==> src/rtl/dphy_rx_lane_ctrl_pkg.sv <==
// dphy_rx_ctrl_pkg: controller state encoding, LP line codes {Dp,Dn} and a max helper
package dphy_rx_ctrl_pkg;
  typedef enum logic [2:0] {
    DISABLED  = 3'd0,
    STOP      = 3'd1,
    HS_RQST   = 3'd2,
    HS_SETTLE = 3'd3,
    HS_SYNC   = 3'd4,
    HS_DATA   = 3'd5,
    WAIT_STOP = 3'd6
  } rx_ctrl_state_t;
  localparam logic [1:0] LP00 = 2'b00;
  localparam logic [1:0] LP01 = 2'b01;
  localparam logic [1:0] LP10 = 2'b10;
  localparam logic [1:0] LP11 = 2'b11;
  function automatic int max_int(input int a, input int b);
    return a > b ? a : b;
  endfunction
endpackage

==> src/rtl/dphy_rx_lane_ctrl_if.sv <==
// dphy_rx_lane_ctrl_if: controller <-> DPHY_HSRX link; master = controller (drives HSRX_EN/HS_TermEn), slave = deserializer (drives RxActiveHS/RxSyncHS/RxValidHS)
interface dphy_rx_lane_ctrl_if;
  logic RxActiveHS;
  logic RxSyncHS;
  logic RxValidHS;
  logic HSRX_EN;
  logic HS_TermEn;
  modport master (input RxActiveHS, RxSyncHS, RxValidHS, output HSRX_EN, HS_TermEn);
  modport slave (output RxActiveHS, RxSyncHS, RxValidHS, input HSRX_EN, HS_TermEn);
endinterface

==> src/rtl/dphy_rx_lane_ctrl_lp_sync_filter.sv <==
// dphy_lp_sync_filter: 2-flop synchronizer on {lp_dp_i,lp_dn_i} plus a LP_FILTER-sample stability filter driving lp (resets to LP-00)
module dphy_lp_sync_filter
  import dphy_rx_ctrl_pkg::*;
#(
  parameter int LP_FILTER = 2
) (
  input  logic       clk_i,
  input  logic       rst_ni,
  input  logic       lp_dp_i,
  input  logic       lp_dn_i,
  output logic [1:0] lp
);
  localparam int FW = $clog2(LP_FILTER + 1);
  logic [1:0] s1_q, s2_q, cand_q, lp_q;
  logic [FW-1:0] cnt_q, cnt_d;
  assign cnt_d = (s2_q != cand_q) ? FW'(1) : (cnt_q == FW'(LP_FILTER)) ? cnt_q : cnt_q + FW'(1);
  always_ff @(posedge clk_i or negedge rst_ni) begin
    if (!rst_ni) begin
      s1_q   <= LP00;
      s2_q   <= LP00;
      cand_q <= LP00;
      cnt_q  <= '0;
      lp_q   <= LP00;
    end else begin
      s1_q   <= {lp_dp_i, lp_dn_i};
      s2_q   <= s1_q;
      cand_q <= s2_q;
      cnt_q  <= cnt_d;
      if (cnt_d >= FW'(LP_FILTER)) lp_q <= s2_q;
    end
  end
  assign lp = lp_q;
endmodule

==> src/rtl/dphy_rx_lane_ctrl.sv <==
// dphy_rx_lane_ctrl: D-PHY data-lane RX controller; LP SoT detection, settle/sync timing, HSRX enable (hs link), status/error pulses and ByteCount
module dphy_rx_lane_ctrl
  import dphy_rx_ctrl_pkg::*;
#(
  parameter int SETTLE_CYC   = 8,
  parameter int SYNC_TIMEOUT = 32,
  parameter int LP_FILTER    = 2
) (
  input  logic                RxByteClkHS,
  input  logic                RxRst_n,
  input  logic                Enable,
  input  logic                LP_Dp,
  input  logic                LP_Dn,
  dphy_rx_lane_ctrl_if.master hs,
  output logic [2:0]          CtrlState,
  output logic                RxStopState,
  output logic                RxHsBurstDone,
  output logic                ErrSotSyncHS,
  output logic                ErrSeq,
  output logic [15:0]         ByteCount
);
  localparam int CW = $clog2(max_int(SETTLE_CYC, SYNC_TIMEOUT)) + 1;
  logic [1:0] lp;
  rx_ctrl_state_t state_q, state_d;
  logic [CW-1:0] cnt_q, cnt_d;
  logic [15:0] bc_q, bc_d;
  logic done_d, sot_d, seq_d;
  logic en_q, term_q, stop_q, done_q, sot_q, seq_q;
  dphy_lp_sync_filter #(.LP_FILTER(LP_FILTER)) u_lp (
    .clk_i   (RxByteClkHS),
    .rst_ni  (RxRst_n),
    .lp_dp_i (LP_Dp),
    .lp_dn_i (LP_Dn),
    .lp      (lp)
  );
  always_comb begin
    state_d = state_q;
    cnt_d   = (state_q == HS_SETTLE || state_q == HS_SYNC) ? cnt_q + CW'(1) : '0;
    bc_d    = bc_q;
    done_d  = 1'b0;
    sot_d   = 1'b0;
    seq_d   = 1'b0;
    if (!Enable) state_d = DISABLED;
    else begin
      case (state_q)
        DISABLED:  if (lp == LP11) state_d = STOP;
        STOP: begin
          if (lp == LP01) state_d = HS_RQST;
          else if (lp == LP00) begin
            seq_d   = 1'b1;
            state_d = WAIT_STOP;
          end
        end
        HS_RQST: begin
          if (lp == LP00) begin
            state_d = HS_SETTLE;
            bc_d    = '0;
          end else if (lp == LP11) state_d = STOP;
          else if (lp == LP10) begin
            seq_d   = 1'b1;
            state_d = WAIT_STOP;
          end
        end
        HS_SETTLE: begin
          if (cnt_q == CW'(SETTLE_CYC - 1)) begin
            state_d = HS_SYNC;
            cnt_d   = '0;
          end
        end
        HS_SYNC: begin
          if (hs.RxSyncHS) state_d = HS_DATA;
          else if (cnt_q == CW'(SYNC_TIMEOUT - 1)) begin
            sot_d   = 1'b1;
            state_d = WAIT_STOP;
          end
        end
        HS_DATA: begin
          if (hs.RxValidHS && bc_q != 16'hFFFF) bc_d = bc_q + 16'd1;
          if (lp == LP11) begin
            done_d  = 1'b1;
            state_d = STOP;
          end
        end
        WAIT_STOP: if (lp == LP11) state_d = STOP;
        default:   state_d = DISABLED;
      endcase
    end
  end
  always_ff @(posedge RxByteClkHS or negedge RxRst_n) begin
    if (!RxRst_n) begin
      state_q <= DISABLED;
      cnt_q   <= '0;
      bc_q    <= '0;
      en_q    <= 1'b0;
      term_q  <= 1'b0;
      stop_q  <= 1'b0;
      done_q  <= 1'b0;
      sot_q   <= 1'b0;
      seq_q   <= 1'b0;
    end else begin
      state_q <= state_d;
      cnt_q   <= cnt_d;
      bc_q    <= bc_d;
      en_q    <= state_d inside {HS_SYNC, HS_DATA};
      term_q  <= state_d inside {HS_SETTLE, HS_SYNC, HS_DATA};
      stop_q  <= state_d == STOP;
      done_q  <= done_d;
      sot_q   <= sot_d;
      seq_q   <= seq_d;
    end
  end
  assign CtrlState     = state_q;
  assign RxStopState   = stop_q;
  assign RxHsBurstDone = done_q;
  assign ErrSotSyncHS  = sot_q;
  assign ErrSeq        = seq_q;
  assign ByteCount     = bc_q;
  assign hs.HSRX_EN    = en_q;
  assign hs.HS_TermEn  = term_q;
endmodule

==> src/flat_wrapper.sv <==
// flat-port wrapper written by rule: the top's interface ports become plain ports
module dphy_rx_lane_ctrl_flat import dphy_rx_ctrl_pkg::*;
#(
  parameter int SETTLE_CYC   = 8,
  parameter int SYNC_TIMEOUT = 32,
  parameter int LP_FILTER    = 2
)
  (RxByteClkHS, RxRst_n, Enable, LP_Dp, LP_Dn, CtrlState, RxStopState, RxHsBurstDone, ErrSotSyncHS, ErrSeq, ByteCount, hs_RxActiveHS, hs_RxSyncHS, hs_RxValidHS, hs_HSRX_EN, hs_HS_TermEn);
  dphy_rx_lane_ctrl_if hs_i ();
  input  logic RxByteClkHS;
  input  logic RxRst_n;
  input  logic Enable;
  input  logic LP_Dp;
  input  logic LP_Dn;
  output logic [2:0] CtrlState;
  output logic RxStopState;
  output logic RxHsBurstDone;
  output logic ErrSotSyncHS;
  output logic ErrSeq;
  output logic [15:0] ByteCount;
  input wire logic [$bits(hs_i.RxActiveHS)-1:0] hs_RxActiveHS;
  input wire logic [$bits(hs_i.RxSyncHS)-1:0] hs_RxSyncHS;
  input wire logic [$bits(hs_i.RxValidHS)-1:0] hs_RxValidHS;
  output wire logic [$bits(hs_i.HSRX_EN)-1:0] hs_HSRX_EN;
  output wire logic [$bits(hs_i.HS_TermEn)-1:0] hs_HS_TermEn;
  assign hs_i.RxActiveHS = hs_RxActiveHS;
  assign hs_i.RxSyncHS = hs_RxSyncHS;
  assign hs_i.RxValidHS = hs_RxValidHS;
  assign hs_HSRX_EN = hs_i.HSRX_EN;
  assign hs_HS_TermEn = hs_i.HS_TermEn;
  dphy_rx_lane_ctrl #(.SETTLE_CYC(SETTLE_CYC), .SYNC_TIMEOUT(SYNC_TIMEOUT), .LP_FILTER(LP_FILTER)) u_core (.RxByteClkHS(RxByteClkHS), .RxRst_n(RxRst_n), .Enable(Enable), .LP_Dp(LP_Dp), .LP_Dn(LP_Dn), .hs(hs_i), .CtrlState(CtrlState), .RxStopState(RxStopState), .RxHsBurstDone(RxHsBurstDone), .ErrSotSyncHS(ErrSotSyncHS), .ErrSeq(ErrSeq), .ByteCount(ByteCount));
endmodule
==> config.mk <==
export PLATFORM = sky130hd
export DESIGN_NAME = dphy_rx_lane_ctrl_flat
export DESIGN_NICKNAME = d
export VERILOG_FILES = /design/src/rtl/dphy_rx_lane_ctrl_pkg.sv /design/src/rtl/dphy_rx_lane_ctrl_if.sv /design/src/rtl/dphy_rx_lane_ctrl_lp_sync_filter.sv /design/src/rtl/dphy_rx_lane_ctrl.sv /design/src/flat_wrapper.sv
export SDC_FILE = /design/constraint.sdc
export NUM_CORES = 1
export LEC_CHECK = 0
export CELL_PAD_IN_SITES_DETAIL_PLACEMENT = 0
export CELL_PAD_IN_SITES_GLOBAL_PLACEMENT = 1
export CORE_MARGIN = 5
export CORE_UTILIZATION = 34
export CTS_BUF_LIST = sky130_fd_sc_hd__clkbuf_4
export DETAILED_ROUTE_END_ITERATION = 8
export PLACE_DENSITY_LB_ADDON = 0.1
export SETUP_SLACK_MARGIN = 0.2
export SLEW_MARGIN = 20
export SYNTH_ARGS = -nofsm -noshare
export SYNTH_HDL_FRONTEND = slang
export SYNTH_SLANG_ARGS = --single-unit
==> constraint.sdc <==
create_clock -name RxByteClkHS -period 1.95 [get_ports RxByteClkHS]
set_clock_uncertainty 0.05 [all_clocks]
set_input_delay 0.39 -clock RxByteClkHS [delete_from_list [all_inputs] [get_ports RxByteClkHS]]
set_output_delay 0.39 -clock RxByteClkHS [all_outputs]
set_load 0.01 [all_outputs]
==> summary.txt <==
outcome - finished clean
first-pass iteration count of the detailed router - 4
worst reg-to-reg path cell count - 6
wire length per cell - 14.53 microns
Tmin final - 1.880 ns
sequential share of the synthesized area - 0.4994
critical path fanouts, max - 5
syn nets - 220
Slew @ Worst Pin - 0.5778 ns
Final Hold Vio Count - 0
CTS tree - yes
Post-DP Area - 0.002620 sq mm
number of fill cells - 574
Max Cap Viol - 0
Routed WL - 5217 microns
final non-filler cell area - 0.002995 sq mm
Sequential Area - 0.001027 sq mm
power per cell area - 788.0 mW/mm^2
Hold Path Class - flip-flop to flip-flop
Post-DRT Antenna Nets - 0
leading cell types in the layout, fill and taps excluded - 40 x dfrtp_1, 36 x buf_4, 24 x nor2_1
1st-iter DRT viols - 55
Req. time, crit path - 2.21 ns
Vias - 1826
Final setup violation count - 0
Total Nets Final - 294
Hold Path Depth - 0
GP Congestion - 0.7440
DRC - 0
remaining global-route overflow - 0
antenna violations before repair - 0
fraction of layout cells with a size suffix above 1 - 0.3134
GRT Total Usage - 0.1392
final core area utilization - 0.5089
Rel. slew slack - 0.6134
die width - 87.74 microns
setup_tns - 0 ns
Unique masters post-synth - 42
Core Footprint - 0.005886 sq mm
Die Height - 87.74 microns
first-pass GRT wire length - 8349 microns
Layout area overhead - 45.80%
IO buf count - 31
Ys Warns - 0
Initial Utilization - 0.3491
Top Ports - 33
diode count - 0
fmax - 532.0 MHz
clk buf depth - 2
Synth Cell Area - 0.002054 sq mm
clk sinks - 41
Lkg Pwr - 1.398 nW
footprint of the multi-input gates - 0.001146 sq mm
peak supply drop - 0.4551 mV
CP Data Arrival Time - 2.14 ns
Syn Inst Count - 209
H-Tree Depth - 2
Final Max Slew Viols - 0
TritonCTS Buffers - 5
#FFs+latches synth - 41
vias in the first global route - 1796
Die ar. - 0.007697 sq mm
most common cell after layout, fill and taps aside - dfrtp_1
RSZ-0062 raised after global routing - true
Startpoint Class - flip-flop
# rows - 28
Clock Latency Late Sink - 0.36 ns
worst setup margin - 0.07036 ns
mean post-synth cell area - 9.830 sq um
vias per std cell - 5.086
flop2flop setup slack - 0.07 ns
Final Cycle Share - 0.9639
hpwl dp - 3561 microns
clk root buf - clkbuf_4
Critical Path Sink Type - flip-flop
Setup CP Type - flip-flop to flip-flop
clock-pin slew on the worst setup and hold paths - 0.16 ns
largest net degree at the start of global routing - 24
Place WS - -0.3994 ns
worst paths after layout:
kind | from | end
max | u_core.ByteCount[1] | u_core.ByteCount[9]
min | u_core.u_lp.s1_q[1] | u_core.u_lp.s2_q[1]
max reg2reg | u_core.ByteCount[1] | u_core.ByteCount[9]
min reg2reg | u_core.u_lp.s1_q[1] | u_core.u_lp.s2_q[1]
max in group asynchronous | RxRst_n | u_core.hs.HSRX_EN
min in group asynchronous | RxRst_n | u_core.ByteCount[13]
state kept, by name, indices dropped and copies added (netlist names), 2 cells and up:
| name | cells |
|---|---|
| u_core.ByteCount | 16 |
| u_core.cnt_q | 6 |
| u_core.CtrlState | 3 |
| u_core.u_lp.cand_q | 2 |
| u_core.u_lp.cnt_q | 2 |
| u_core.u_lp.lp | 2 |
| u_core.u_lp.s1_q | 2 |
| u_core.u_lp.s2_q | 2 |
power breakdown:
group	internal, mW	switching, mW
Combinational	0.422	0.449
Sequential	0.951	0.0547
Clock	0.155	0.328
Total	1.53	0.832
area by class of cell:
class | count | area share
inverters | 6 | 0.007519
repair buffers | 74 | 0.2143
multi-input cells | 155 | 0.3826
well taps | 75 | 0.03133
clock inverters | 3 | 0.008772
clock buffers | 5 | 0.01253
flip-flops and latches | 41 | 0.3429
Yosys cell counts, drive strengths merged:
| cell | number | area share |
|---|---|---|
| nor2b | 3 | 0.0091 |
| o31ai | 5 | 0.018 |
| inv | 6 | 0.011 |
| o21ai | 6 | 0.015 |
| nand2 | 19 | 0.036 |
| nor2 | 25 | 0.046 |
| mux2 | 3 | 0.016 |
| nand3 | 15 | 0.043 |
| a211oi | 2 | 0.0073 |
| and4bb | 1 | 0.0061 |
| and2 | 3 | 0.0091 |
| or2 | 1 | 0.0030 |
| a221oi | 4 | 0.017 |
| nor4 | 3 | 0.012 |
| o22ai | 1 | 0.0030 |
| xnor2 | 8 | 0.034 |
| nand4b | 1 | 0.0043 |
| a21oi | 16 | 0.039 |
| and3 | 2 | 0.0061 |
| dfrtp | 41 | 0.50 |
| nor3 | 3 | 0.0073 |
| clkbuf | 3 | 0.0055 |
| a22o | 1 | 0.0085 |
| xor2 | 4 | 0.017 |
| a21o | 1 | 0.0037 |
| and3b | 1 | 0.0043 |
| and2b | 1 | 0.0037 |
| nand2b | 2 | 0.0061 |
| nor4b | 2 | 0.0085 |
| nand4 | 4 | 0.012 |
| or4 | 5 | 0.018 |
| a22oi | 2 | 0.0073 |
| or3 | 4 | 0.012 |
| ha | 3 | 0.018 |
| or3b | 1 | 0.0043 |
| buf | 5 | 0.021 |
| nand3b | 2 | 0.0073 |
layer usage:
layer,up-vias,routed length (microns),global-route usage
met1,888,2151,0.1571
met5,-,0,0
met2,30,2760,0.2548
li1,900,-,-
met4,0,78,0.04324
met3,8,226,0.03669
stage by stage:
step	instances	power, mW	hold WS, ns
floorplan	209	1.425	0.04441
global placement	334	1.792	0.2831
detailed placement	334	1.787	0.2855
CTS	354	2.306	0.3197
global route	359	2.521	0.3274
finish	359	2.360	0.3173
cell families after synthesis:
group | after synthesis | share of synthesized area
adder cells (fa/ha/maj) | 3 | 0.01827
multiplexers | 3 | 0.01644
XOR/XNOR | 12 | 0.05116
buffers and inverters | 14 | 0.03776
AO/OA/AOI/OAI | 38 | 0.1188
AND/OR/NAND/NOR | 98 | 0.2582
flip-flops | 41 | 0.4994
worst max-delay path: stages, from the launching register on:
cell,delay (ns)
dfrtp_1,0.43
ha_1,0.20
nand3_1,0.18
nor4_4,0.08
a22o_4,0.27
or4_1,0.49
a21oi_2,0.13
timing repair:
item                                   4_1_cts  5_1_grt
pin swaps                                    5       14
setup endpoints to repair                   32       24
setup buffers                               10        5
hold buffers                                 1        0
endpoints found under the hold margin       18        0
resized for setup                           31       36
cloned                                       1        0
Power figures use the tool's default switching activity.
